File: src/rtl/coffee_boiler_plant.sv
`default_nettype none
// +----------------------------------------------------------------------------+
// | coffee_boiler_plant: cycle-based boiler/tank plant model driving W, T, P     |
// | Rev 1.0 - initial release                                                  |
// +----------------------------------------------------------------------------+
module coffee_boiler_plant #(
  parameter int TEMP_W       = 8,
  parameter int TEMP_AMBIENT = 20,
  parameter int TEMP_READY   = 80,
  parameter int TEMP_MAX     = 100,
  parameter int HEAT_DIV     = 4,
  parameter int COOL_DIV     = 16,
  parameter int LEVEL_W      = 8,
  parameter int LEVEL_MIN    = 16,
  parameter int LEVEL_MAX    = 200,
  parameter int DRAIN_DIV    = 2,
  parameter int DRY_LIMIT    = 8
) (
  input  logic               clock,
  input  logic               reset,
  input  logic               H,
  input  logic               Brew,
  input  logic               fill,
  input  logic               fault_clr,
  output logic               W,
  output logic               T,
  output logic               P,
  output logic [TEMP_W-1:0]  temp,
  output logic [LEVEL_W-1:0] level
);

  localparam int HEAT_PW  = $clog2(HEAT_DIV + 1);
  localparam int COOL_PW  = $clog2(COOL_DIV + 1);
  localparam int DRAIN_PW = $clog2(DRAIN_DIV + 1);
  localparam int DRY_W    = $clog2(DRY_LIMIT + 1);

  localparam logic [TEMP_W-1:0]   c_temp_ambient = TEMP_W'(TEMP_AMBIENT);
  localparam logic [TEMP_W-1:0]   c_temp_ready   = TEMP_W'(TEMP_READY);
  localparam logic [TEMP_W-1:0]   c_temp_max     = TEMP_W'(TEMP_MAX);
  localparam logic [TEMP_W-1:0]   c_temp_sat     = '1;
  localparam logic [LEVEL_W-1:0]  c_level_min    = LEVEL_W'(LEVEL_MIN);
  localparam logic [LEVEL_W-1:0]  c_level_max    = LEVEL_W'(LEVEL_MAX);
  localparam logic [HEAT_PW-1:0]  c_heat_last    = HEAT_PW'(HEAT_DIV - 1);
  localparam logic [COOL_PW-1:0]  c_cool_last    = COOL_PW'(COOL_DIV - 1);
  localparam logic [DRAIN_PW-1:0] c_drain_last   = DRAIN_PW'(DRAIN_DIV - 1);
  localparam logic [DRY_W-1:0]    c_dry_limit    = DRY_W'(DRY_LIMIT);
  localparam logic [DRY_W-1:0]    c_dry_one      = DRY_W'(1);

  typedef enum logic [1:0] {
    ST_NORMAL   = 2'd0,
    ST_DRY_WARN = 2'd1,
    ST_FAULT    = 2'd2
  } state_t;

  state_t               r_state;
  logic [TEMP_W-1:0]    r_temp;
  logic [LEVEL_W-1:0]   r_level;
  logic [HEAT_PW-1:0]   r_heat_pre;
  logic [COOL_PW-1:0]   r_cool_pre;
  logic [DRAIN_PW-1:0]  r_drain_pre;
  logic [DRY_W-1:0]     r_dry_cnt;
  logic                 r_heat_eff;

  logic                 w_heat_eff;
  logic                 w_mode_chg;
  logic                 w_cooling;
  logic [HEAT_PW-1:0]   w_heat_pre;
  logic [COOL_PW-1:0]   w_cool_pre;
  logic [DRY_W-1:0]     w_dry_next;

  // The edge on which heating-effective toggles counts as the first tick of the new mode.
  always_comb begin
    w_heat_eff = H && (r_state != ST_FAULT);
    w_mode_chg = (w_heat_eff != r_heat_eff);
    w_cooling  = !w_heat_eff && (r_temp > c_temp_ambient);
    w_heat_pre = w_mode_chg ? '0 : r_heat_pre;
    w_cool_pre = w_mode_chg ? '0 : r_cool_pre;
    w_dry_next = r_dry_cnt + c_dry_one;
  end

  always_ff @(posedge clock or negedge reset) begin
    if (!reset) begin
      r_temp     <= c_temp_ambient;
      r_heat_pre <= '0;
      r_cool_pre <= '0;
      r_heat_eff <= 1'b0;
    end else begin
      r_heat_eff <= w_heat_eff;
      if (w_heat_eff) begin
        r_cool_pre <= '0;
        if (w_heat_pre == c_heat_last) begin
          r_heat_pre <= '0;
          if (r_temp != c_temp_sat) begin
            r_temp <= r_temp + 1'b1;
          end
        end else begin
          r_heat_pre <= w_heat_pre + 1'b1;
        end
      end else begin
        r_heat_pre <= '0;
        if (w_cooling) begin
          if (w_cool_pre == c_cool_last) begin
            r_cool_pre <= '0;
            r_temp     <= r_temp - 1'b1;
          end else begin
            r_cool_pre <= w_cool_pre + 1'b1;
          end
        end else begin
          r_cool_pre <= '0;
        end
      end
    end
  end

  // Simultaneous fill and brew freezes both the level and the drain phase.
  always_ff @(posedge clock or negedge reset) begin
    if (!reset) begin
      r_level     <= '0;
      r_drain_pre <= '0;
    end else if (fill && !Brew) begin
      r_drain_pre <= '0;
      if (r_level < c_level_max) begin
        r_level <= r_level + 1'b1;
      end
    end else if (Brew && !fill) begin
      if (r_drain_pre == c_drain_last) begin
        r_drain_pre <= '0;
        if (r_level != '0) begin
          r_level <= r_level - 1'b1;
        end
      end else begin
        r_drain_pre <= r_drain_pre + 1'b1;
      end
    end else if (!fill && !Brew) begin
      r_drain_pre <= '0;
    end
  end

  always_ff @(posedge clock or negedge reset) begin
    if (!reset) begin
      r_state   <= ST_NORMAL;
      r_dry_cnt <= '0;
    end else begin
      case (r_state)
        ST_NORMAL: begin
          if (r_temp >= c_temp_max) begin
            r_state <= ST_FAULT;
          end else if (H && (r_level < c_level_min)) begin
            r_state   <= ST_DRY_WARN;
            r_dry_cnt <= c_dry_one;
          end
        end
        ST_DRY_WARN: begin
          if (r_temp >= c_temp_max) begin
            r_state <= ST_FAULT;
          end else if (!H || (r_level >= c_level_min)) begin
            r_state   <= ST_NORMAL;
            r_dry_cnt <= '0;
          end else begin
            r_dry_cnt <= w_dry_next;
            if (w_dry_next >= c_dry_limit) begin
              r_state <= ST_FAULT;
            end
          end
        end
        ST_FAULT: begin
          if (fault_clr && (r_temp < c_temp_ready)) begin
            r_state   <= ST_NORMAL;
            r_dry_cnt <= '0;
          end
        end
        default: begin
          r_state   <= ST_NORMAL;
          r_dry_cnt <= '0;
        end
      endcase
    end
  end

  assign temp  = r_temp;
  assign level = r_level;
  assign W     = (r_level >= c_level_min);
  assign T     = (r_temp >= c_temp_ready);
  assign P     = (r_state == ST_FAULT);

endmodule
`default_nettype wire

File: config.mk
export PLATFORM = sky130hd
export DESIGN_NAME = coffee_boiler_plant
export DESIGN_NICKNAME = d
export VERILOG_FILES = /design/src/rtl/coffee_boiler_plant.sv
export SDC_FILE = /design/constraint.sdc
export NUM_CORES = 1
export LEC_CHECK = 0
export BUFFER_PORTS_ARGS = -buffer_cell sky130_fd_sc_hd__buf_2
export CORE_ASPECT_RATIO = 0.7
export CORE_UTILIZATION = 45
export CTS_CLUSTER_DIAMETER = 200
export CTS_CLUSTER_SIZE = 24
export DETAILED_ROUTE_END_ITERATION = 8
export GPL_TIMING_DRIVEN = 0
export PLACE_DENSITY = 0.67
export SLEW_MARGIN = 20
export SYNTH_ARGS = -nofsm -noshare
export SYNTH_HDL_FRONTEND = slang
export SYNTH_SLANG_ARGS = --single-unit
export TNS_END_PERCENT = 100
File: constraint.sdc
create_clock -name clock -period 2.6 [get_ports clock]
set_clock_uncertainty 0.2 [all_clocks]
set_input_delay 0.52 -clock clock [delete_from_list [all_inputs] [get_ports clock]]
set_output_delay 0.52 -clock clock [all_outputs]
set_load 0.03 [all_outputs]
==> metrics.md, run 1 <==
| Metric | Value |
|---|---|
| Layout Utilization | 56.3% |
| DR vias/cell | 5.50 |
| Multi-input gate area in the final layout | 1330 um2 |
| Library cells used by synthesis | 51 |
| Detailed-placement wirelength estimate | 3.07 mm |
| DR vias | 1666 |
| Commonest cells post-synth | dfrtp_1, nand2_1, ha_1 |
| CP arrival | 2.44 ns |
| DRC violations left | 0 |
| Setup CP Type | reg2reg |
| Largest net degree at the start of global routing | 34 |
| CP required | 2.56 ns |
| Fin area | 2520 um2 |
| Tcrit/Tclk final | 95.3% |
| Routed len/inst | 14.2 um |
| First-pass GRT wire length | 7.47 mm |
| Starting Density | 48.2% |
| Layout cells sized above 1 | 25.4% |
| # nets final | 274 |
| Cts bufs inserted | 5 |
| Bufs on Longest Clock Path | 2 |
| Max-cap violations | 0 |
| Synth area leader | dfrtp_1 |
| Chip width | 84.8 um |
| IO Port Bufs | 24 |
| # diodes | 0 |
| Post-route ant nets | 0 |
| Clock transition at the registers of the reported paths | 0.07 ns |
| Die H | 59.9 um |
| Setup WS post-layout | 0.123 ns |
| Tot GR Track Use | 19.2% |
| Clock root cell | clkbuf_8 |
| Drt pass-1 iters | 6 |
| Post-Syn Area | 2160 um2 |
| Fin Hold WS | 0.0986 ns |
| H-tree levels | 2 |
| Most frequent cell after synthesis | dfrtp_1 |
| Gate Count Post-Synth | 214 |
| Vias in the first global route | 1512 |
| Worst vdd ir | 0.588 mV |
| # IOs | 25 |
| Synth Flop Type | dfrtp_1 |
| Final worst path period need | 2.48 ns |
| Slew Viols, Final | 0 |
| Number of placement rows | 20 |
| CP max FO | 7 |
| Power Density | 1120 nW/um2 |
| Filler cells | 416 |
| Max Clk Rate | 404 MHz |
| Placed Area | 2350 um2 |
| Synth Net Count | 240 |
| Sequential-to-total area share from yosys stat | 38.4% |
| Leak | 1.17 nW |
| Final Hold Vio Count | 0 |
| Top cell type's share of synthesized area | 35.9% |
| Number of synthesized register bits | 33 |
| Area Overhead vs Synth | 16.8% |
| CP endpoint kind | flop |
| Hold-fix buffers, CTS | 0 |
| Worst-Margin Slew | 0.727 ns |
| Hold crit path type | in2async |
| Total grt overflow | 0 |
| Rel. slew slack | 51.5% |
| Antenna violations before repair | 0 |
| Syn. warnings | 0 |
| EDFF count, synth | 0 |
| Setup WS pre-CTS | -0.463 ns |
| WL final | 4.30 mm |
| Final setup fails | 0 |
| Clk_lat worst skew | 0.28 ns |
| R2R cell count | 9 |
| Clock sinks | 33 |
| Asr flop ratio synth | 100% |
| Routability cong. | 0.784 |
| Detailed router's first-iteration violation count | 83 |
| Worst Setup Start Kind | flop |
| Core region area | 4480 um2 |
| CTS tree | built |
| Status | complete, no violations |
| Synth Area per Inst | 10.1 um2 |
| Synth area leaders | dfrtp_1, ha_1, xnor2_1 |
| Die outline area | 5080 um2 |
| FF+latch area | 830 um2 |
cell families (layout without fill, tap and decap cells):
family / Yosys count / count (layout) / synth area share (%)
AND/OR/NAND/NOR: 66 / 66 / 16.8
AO/OA/AOI/OAI: 56 / 56 / 19.0
flip-flops: 33 / 33 / 38.4
adder cells (fa/ha/maj): 20 / 20 / 12.3
XOR/XNOR: 16 / 16 / 6.49
buffers and inverters: 14 / 48 / 2.55
multiplexers: 9 / 9 / 4.58
worst max-delay path, cell delays in order, from the launching register on:
cell,delay [ns]
dfrtp_2,0.41
nand2b_4,0.17
a21oi_2,0.21
nor2b_4,0.07
buf_4,0.13
and2_1,0.15
ha_1,0.21
o2111a_1,0.18
nor2_4,0.25
mux2_2,0.38
placed cells by master (no fill, tap or decap), drive strengths merged, types with 2 or more instances in the layout:
cell type,instances
mux2i,2
dfstp,2
nand4,3
o211ai,4
nand2,21
o21a,3
clkbuf,7
or3,3
nor4,2
fa,2
nand2b,3
dfrtp,31
xnor2,10
nor3,3
xor2,6
a41oi,2
a211oi,3
buf,29
ha,18
inv,12
a31oi,4
and2,7
nand3,3
mux2,7
nor2b,4
o21ai,15
a21o,4
nand3b,2
nor2,12
a21oi,11
cell type report:
type                       count  share of cell area, %
tap                           55                   2.73
multi-input combinational    167                   52.9
inverter                      12                   1.79
sequential                    33                   32.9
clock buffer                   7                   3.42
timing repair buffer          27                   5.66
buffer                         2                  0.645
registers in the layout, indices dropped and copies added (netlist names):
signal / count
r_dry_cnt: 4
r_cool_pre: 5
level: 8
r_state: 2
r_heat_pre: 3
r_heat_eff: 1
temp: 8
r_drain_pre: 2
worst paths after layout:
check                      slack [ns]                       to                     from
max in group asynchronous        1.59   r_state[0]$_DFFE_PN0P_                    reset
min in group clock               0.24  r_heat_pre[0]$_DFF_PN0_  r_heat_pre[0]$_DFF_PN0_
max reg2reg                      0.12      temp[5]$_DFFE_PN0P_   r_state[0]$_DFFE_PN0P_
max                              0.12      temp[5]$_DFFE_PN0P_   r_state[0]$_DFFE_PN0P_
min                               0.1  r_cool_pre[3]$_DFF_PN0_                    reset
min reg2reg                      0.24  r_heat_pre[0]$_DFF_PN0_  r_heat_pre[0]$_DFF_PN0_
stage by stage:
step,std cells,TNS [ns],power [W]
global route,303,-0.00239,0.00307
detailed placement,293,-2.09,0.00234
floorplan,214,0,0.00198
CTS,301,0,0.00277
global placement,293,-2.28,0.00232
finish,303,0,0.00282
where the power goes:
part           internal (W)  switching, W
Clock              0.000210      0.000179
Combinational      0.000645      0.000907
Sequential         0.000663      0.000214
Total               0.00152       0.00130
layer usage:
metal	GRT usage (%)	vias to the layer above	part of all wire [%]
met4	3.63	0	0.44
met2	27.6	26	41
met5	0	-	0
li1	-	842	-
met1	29.3	796	56
met3	4.56	2	3.1
timing repair:
item	4_1_cts	5_1_grt
pin swaps	2	3
buffers inserted	1	2
setup endpoints to repair	9	8
resized for setup	7	12
(Power assumes the default switching activity.)
==> run 2: changes to the inputs <==
--- a/config.mk
+++ b/config.mk
@@ -6,13 +6,16 @@
 export NUM_CORES = 1
 export LEC_CHECK = 0
 export BUFFER_PORTS_ARGS = -buffer_cell sky130_fd_sc_hd__buf_2
+export CELL_PAD_IN_SITES_DETAIL_PLACEMENT = 0
+export CELL_PAD_IN_SITES_GLOBAL_PLACEMENT = 2
 export CORE_ASPECT_RATIO = 0.7
-export CORE_UTILIZATION = 45
+export CORE_UTILIZATION = 35
+export CTS_BUF_LIST = sky130_fd_sc_hd__clkbuf_8
 export CTS_CLUSTER_DIAMETER = 200
 export CTS_CLUSTER_SIZE = 24
 export DETAILED_ROUTE_END_ITERATION = 8
 export GPL_TIMING_DRIVEN = 0
-export PLACE_DENSITY = 0.67
+export PLACE_DENSITY_LB_ADDON = 0.1
 export SLEW_MARGIN = 20
 export SYNTH_ARGS = -nofsm -noshare
 export SYNTH_HDL_FRONTEND = slang
==> run 2 against run 1 <==
Worst hold slack improved by 0.0029 ns. Non-clock buffer count rose by 6. Die area rose by 28%. Critical path depth did not move. Utilization fell by 11 points.
==> metrics.md, run 2 (synthesized netlist as in run 1, its figures left out) <==
| Metric | Value |
|---|---|
| Clock root cell | clkbuf_8 (unchanged) |
| DRC violations left | 0 (unchanged) |
| Drt pass-1 iters | 4 (was 6) |
| Fraction of power spent switching nets | 46.6% (was 46.1%) |
| Routability cong. | 0.734 (was 0.784) |
| Final worst path period need | 2.51 ns (was 2.48 ns) |
| Combinational share of power | 55.8% (was 55.0%) |
| Finished Layout Cells | 330 (was 303) |
| First-pass GRT wire length | 8.20 mm (was 7.47 mm) |
| H-tree levels | 2 (unchanged) |
| Tcrit/Tclk final | 96.5% (was 95.3%) |
| Final setup fails | 0 (unchanged) |
| Slew Viols, Final | 0 (unchanged) |
| Detailed router's first-iteration violation count | 53 (was 83) |
| Largest net degree at the start of global routing | 34 (unchanged) |
| Detailed-placement wirelength estimate | 3.49 mm (was 3.07 mm) |
| Switch Pwr | 0.00135 W (was 0.00130 W) |
| Max-cap violations | 0 (unchanged) |
| Met1 usage | 25.8% (was 29.3%) |
| Placed insts | 313 (was 293) |
| Final Power | 0.00289 W (was 0.00282 W) |
| Grt peak-use layer | met1 (unchanged) |
| Worst Setup Start Kind | flop (unchanged) |
| Clock share of power | 13.0% (was 13.8%) |
| CTS tree | built (unchanged) |
| CP arrival | 2.48 ns (was 2.44 ns) |
| # diodes | 0 (unchanged) |
| GR Util met2 | 23.9% (was 27.6%) |
| IO Port Bufs | 24 (unchanged) |
| Area Overhead vs Synth | 22.3% (was 16.8%) |
| Filler cells | 594 (was 416) |
| Fin area | 2640 um2 (was 2520 um2) |
| Max Clk Rate | 399 MHz (was 404 MHz) |
| Int Power | 0.00154 W (was 0.00152 W) |
| Status | complete, no violations (unchanged) |
| CP max FO | 7 (unchanged) |
| Final Hold Vio Count | 0 (unchanged) |
| Tot GR Track Use | 17.2% (was 19.2%) |
| Number of placement rows | 23 (was 20) |
| Power Density | 1090 nW/um2 (was 1120 nW/um2) |
| Vias in the first global route | 1644 (was 1512) |
| R2R Path Start | r_state[0]$_DFFE_PN0P_ (unchanged) |
| Hold crit path type | in2async (unchanged) |
| Most frequent cells in the layout | dfrtp_1, buf_2, nand2_1, o21ai_0, ha_1 (was dfrtp_1, buf_2, nand2_1, ha_1, o21ai_0) |
| CP endpoint kind | flop (unchanged) |
| CP required | 2.57 ns (was 2.56 ns) |
| R2R cell count | 9 (unchanged) |
| Leak | 1.23 nW (was 1.17 nW) |
| Bufs on Longest Clock Path | 2 (unchanged) |
| RSZ-0062 raised after global routing | yes |
| DR vias/cell | 5.08 (was 5.50) |
| Core region area | 5840 um2 (was 4480 um2) |
| Layout cells sized above 1 | 28.6% (was 25.4%) |
| Chip width | 95.9 um (was 84.8 um) |
| Critical Path Source | r_state[0]$_DFFE_PN0P_ (unchanged) |
| Routed len/inst | 14.9 um (was 14.2 um) |
| Fin Hold WS | 0.101 ns (was 0.0986 ns) |
| GR Util met3 | 4.05% (was 4.56%) |
| Rel. slew slack | 49.4% (was 51.5%) |
| Total grt overflow | 0 (unchanged) |
| Clock sinks | 33 (unchanged) |
| Setup CP Type | reg2reg (unchanged) |
| # IOs | 25 (unchanged) |
| R2R Path End | temp[3]$_DFFE_PN0P_ (was temp[5]$_DFFE_PN0P_) |
| Placed Area | 2370 um2 (was 2350 um2) |
| Antenna violations before repair | 0 (unchanged) |
| WL final | 4.91 mm (was 4.30 mm) |
| Worst-Margin Slew | 0.759 ns (was 0.727 ns) |
| Clock transition at the registers of the reported paths | 0.07 ns (about the same) |
| Die H | 67.7 um (was 59.9 um) |
| Starting Density | 36.9% (was 48.2%) |
| Post-route ant nets | 0 (unchanged) |
| Die outline area | 6490 um2 (was 5080 um2) |
| Most common cell after layout, fill and taps aside | dfrtp_1 (unchanged) |
| R2R setup slack | 0.09 ns (was 0.12 ns) |
| # nets final | 280 (was 274) |
| Post-Route Setup TNS | 0 ns (unchanged) |
| DR vias | 1678 (was 1666) |
| Cts bufs inserted | 5 (unchanged) |
| Worst vdd ir | 0.383 mV (was 0.588 mV) |
| Clk_lat worst skew | 0.29 ns (was 0.28 ns) |
| Flop pwr share | 31.2% (was 31.1%) |
[run 2: metal layers]
| metal | routed length (um) | vias up | part of all wire [%] |
|---|---|---|---|
| met2 | 2000 | 12 | 41 |
| met1 | 2750 | 801 | 56 |
| met5 | 0 | - | 0 |
| met3 | 115 | 4 | 2.3 |
| met4 | 42 | 0 | 0.86 |
| li1 | - | 861 | - |
[run 2: power groups by stage]
stage / clock network, W / logic, W / registers [W]
2_1_floorplan: 0 / 0.000938 / 0.00105
3_3_place_gp: 0 / 0.00146 / 0.000908
3_5_place_dp: 0 / 0.00146 / 0.000905
4_1_cts: 0.000400 / 0.00148 / 0.000898
5_1_grt: 0.000424 / 0.00181 / 0.000938
6_report: 0.000376 / 0.00161 / 0.000901
[run 2: worst max path at each step]
stage / cells past startpoint / to / slack (ns)
floorplan: 9 / level[7]$_DFFE_PN0P_ / 0.06
finish: 9 / temp[3]$_DFFE_PN0P_ / 0.09
detailed placement: 10 / level[7]$_DFFE_PN0P_ / -0.39
CTS: 9 / temp[3]$_DFFE_PN0P_ / 0.003
global placement: 10 / level[7]$_DFFE_PN0P_ / -0.41
global route: 10 / temp[7]$_DFFE_PN0P_ / -0.05
[run 2: critical path: stages (launching register included)]
cell and delay [ns]:
dfrtp_2 0.43, nand2b_4 0.19, nand3_2 0.09, nor2b_4 0.18, and2_4 0.18, ha_4 0.14, nand4b_1 0.15, a2111oi_4 0.39
nor2_4 0.14, mux2_4 0.31
[run 2: final cells by class]
class / count / area, um2 / share of cell area (%)
plain buffers: 2 / 16.3 / 0.616
clock buffers: 5 / 68.8 / 2.61
clock inverters: 3 / 12.5 / 0.474
inverters: 12 / 45.0 / 1.71
multi-input cells: 167 / 1390 / 52.5
flip-flops and latches: 33 / 830 / 31.4
well taps: 75 / 93.8 / 3.55
repair buffers: 33 / 188 / 7.11
[run 2: timing repair]
item,in CTS,in global routing
pin swaps,2,8
setup endpoints to repair,9,9
cloned,0,0
setup buffers,1,8
gates resized for setup,6,19
hold buffers,0,0
[run 2: stage by stage]
step	setup WS, ns	utilization (%)
finish	0.0908	45.2
detailed placement	-0.390	40.6
global route	-0.0477	45.2
CTS	0.00312	42.3
global placement	-0.409	40.6
floorplan	0.0580	-
==> run 3: changes to the inputs <==
--- a/config.mk
+++ b/config.mk
@@ -14,7 +14,6 @@
 export CTS_CLUSTER_DIAMETER = 200
 export CTS_CLUSTER_SIZE = 24
 export DETAILED_ROUTE_END_ITERATION = 8
-export GPL_TIMING_DRIVEN = 0
 export PLACE_DENSITY_LB_ADDON = 0.1
 export SLEW_MARGIN = 20
 export SYNTH_ARGS = -nofsm -noshare
==> run 3 against run 2 <==
Setup slack gained 0.061 ns. Sequential cell count is the same. Cell area shrank 0.47%. Critical path type is now in2reg. Largest cell class unchanged.
==> metrics.md, run 3 (synthesized netlist as in run 1, its figures left out) <==
| Metric | Value |
|---|---|
| Most frequent cells in the layout | dfrtp_1, buf_2, nand2_1, buf_4, ha_1 (was dfrtp_1, buf_2, nand2_1, o21ai_0, ha_1) |
| Die H | 67.7 um (unchanged) |
| Antenna violations before repair | 0 (unchanged) |
| Tcrit/Tclk final | 94.2% (was 96.5%) |
| Clock sinks | 33 (unchanged) |
| Post-CTS setup buffer count | 0 (was 1) |
| Tot GR Track Use | 16.0% (was 17.2%) |
| Bufs on Longest Clock Path | 2 (unchanged) |
| R2R Path End | temp[5]$_DFFE_PN0P_ (was temp[3]$_DFFE_PN0P_) |
| Multi-input gate area in the final layout | 1280 um2 (was 1390 um2) |
| Total grt overflow | 0 (unchanged) |
| Final worst path period need | 2.45 ns (was 2.51 ns) |
| RSZ-0062 raised after global routing | no (was yes) |
| CTS tree | built (unchanged) |
| Drt pass-1 iters | 4 (unchanged) |
| Area Overhead vs Synth | 21.7% (was 22.3%) |
| Post-route ant nets | 0 (unchanged) |
| Core region area | 5840 um2 (unchanged) |
| Starting Density | 36.9% (unchanged) |
| # nets final | 288 (was 280) |
| H-tree levels | 2 (unchanged) |
| Status | complete, no violations (unchanged) |
| Layout cells sized above 1 | 25.5% (was 28.6%) |
| Fin area | 2630 um2 (was 2640 um2) |
| Number of placement rows | 23 (unchanged) |
| Clock root cell | clkbuf_8 (unchanged) |
| Slew Viols, Final | 0 (unchanged) |
| # IOs | 25 (unchanged) |
| IO Port Bufs | 24 (unchanged) |
| CP endpoint kind | flop (unchanged) |
| Rel. slew slack | 50.5% (was 49.4%) |
| Final Hold Vio Count | 0 (unchanged) |
| Worst vdd ir | 0.378 mV (was 0.383 mV) |
| Chip width | 95.9 um (unchanged) |
| # diodes | 0 (unchanged) |
| DR vias/cell | 5.01 (was 5.08) |
| Power Density | 1130 nW/um2 (was 1090 nW/um2) |
| Layout Utilization | 45.0% (was 45.2%) |
| R2R cell count | 9 (unchanged) |
| Routability cong. | 0.766 (was 0.734) |
| CP required | 2.61 ns (was 2.57 ns) |
| Leak | 1.25 nW (was 1.23 nW) |
| Filler cells | 570 (was 594) |
| DR vias | 1694 (was 1678) |
| Cts bufs inserted | 5 (unchanged) |
| FF+latch area | 828 um2 (was 830 um2) |
| Max-cap violations | 0 (unchanged) |
| Worst-Margin Slew | 0.742 ns (was 0.759 ns) |
| Hold crit path type | in2async (unchanged) |
| CP arrival | 2.45 ns (was 2.48 ns) |
| WL final | 4.68 mm (was 4.91 mm) |
| Setup CP Type | in2reg (was reg2reg) |
| First-pass GRT wire length | 7.76 mm (was 8.20 mm) |
| Clock transition at the registers of the reported paths | 0.08 ns (was 0.07 ns) |
| Final setup fails | 0 (unchanged) |
| R2R Path Start | r_state[0]$_DFFE_PN0P_ (unchanged) |
| Max Clk Rate | 408 MHz (was 399 MHz) |
| Clk_lat worst skew | 0.28 ns (was 0.29 ns) |
| Worst Setup Start Kind | input pin (was flop) |
| Most common cell after layout, fill and taps aside | dfrtp_1 (unchanged) |
| Final Power | 0.00297 W (was 0.00289 W) |
| Placed Area | 2500 um2 (was 2370 um2) |
| R2R setup slack | 0.19 ns (was 0.09 ns) |
| Detailed router's first-iteration violation count | 89 (was 53) |
| Detailed-placement wirelength estimate | 3.62 mm (was 3.49 mm) |
| Vias in the first global route | 1595 (was 1644) |
| DRC violations left | 0 (unchanged) |
| Largest net degree at the start of global routing | 34 (unchanged) |
| Die outline area | 6490 um2 (unchanged) |
| Routed len/inst | 13.8 um (was 14.9 um) |
| CP max FO | 6 (was 7) |
[run 3: power by group]
part	internal, W	leakage, nW	switching (W)
registers	0.000662	0.428	0.000227
logic	0.000678	0.759	0.000888
clock network	0.000312	0.0574	0.000202
total	0.00165	1.25	0.00132
[run 3: how the worst max path moves through the flow]
stage | startpoint | endpoint | slack, ns | cells after the start
2_1_floorplan | Brew | level[7]$_DFFE_PN0P_ | 0.06 | 9
3_3_place_gp | H | temp[1]$_DFFE_PN0P_ | -0.07 | 9
3_5_place_dp | Brew | level[7]$_DFFE_PN0P_ | -0.12 | 10
4_1_cts | r_state[0]$_DFFE_PN0P_ | temp[6]$_DFFE_PN0P_ | 0.02 | 9
5_1_grt | Brew | level[7]$_DFFE_PN0P_ | 0.01 | 10
6_report | Brew | level[7]$_DFFE_PN0P_ | 0.15 | 10
[run 3: timing repair]
item	CTS	global route
hold buffers	0	0
gates resized for setup	0	1
setup endpoints to repair	0	7
[run 3: cell type report]
cell class              instances  share of cell area, %
inverters                      12                   1.71
clock buffers                   6                   3.14
well taps                      75                   3.57
repair buffers                 43                   10.0
multi-input cells             167                   48.6
flip-flops and latches         33                   31.5
clock inverters                 2                   1.43
[run 3: worst max-delay path, stage by stage]
cell      delay, ns
buf_2          0.09
inv_1          0.03
ha_1           0.19
inv_1          0.18
ha_1           0.28
a211oi_1       0.20
o311ai_0       0.19
o31ai_1        0.35
mux2i_1        0.26
xor2_1         0.15
[run 3: per-layer routing]
metal / part of all wire, % / wire length [um] / GRT usage [%] / vias up
met3: 3.3 / 156 / 4.05 / 2
met4: 0.41 / 19 / 3.36 / 0
met2: 38 / 1800 / 22.1 / 27
met5: 0 / 0 / 0 / -
li1: - / - / - / 870
met1: 58 / 2700 / 24.6 / 795
[run 3: stage by stage]
step                      TNS, ns  setup WS [ns]  hold slack (ns)  cells
after floorplan                 0         0.0580           0.0244    214
after global placement     -0.258        -0.0706            0.239    330
after detailed placement   -0.330         -0.115            0.230    330
after CTS                       0         0.0163            0.127    338
after global routing            0         0.0122            0.165    338
final                           0          0.151           0.0960    338
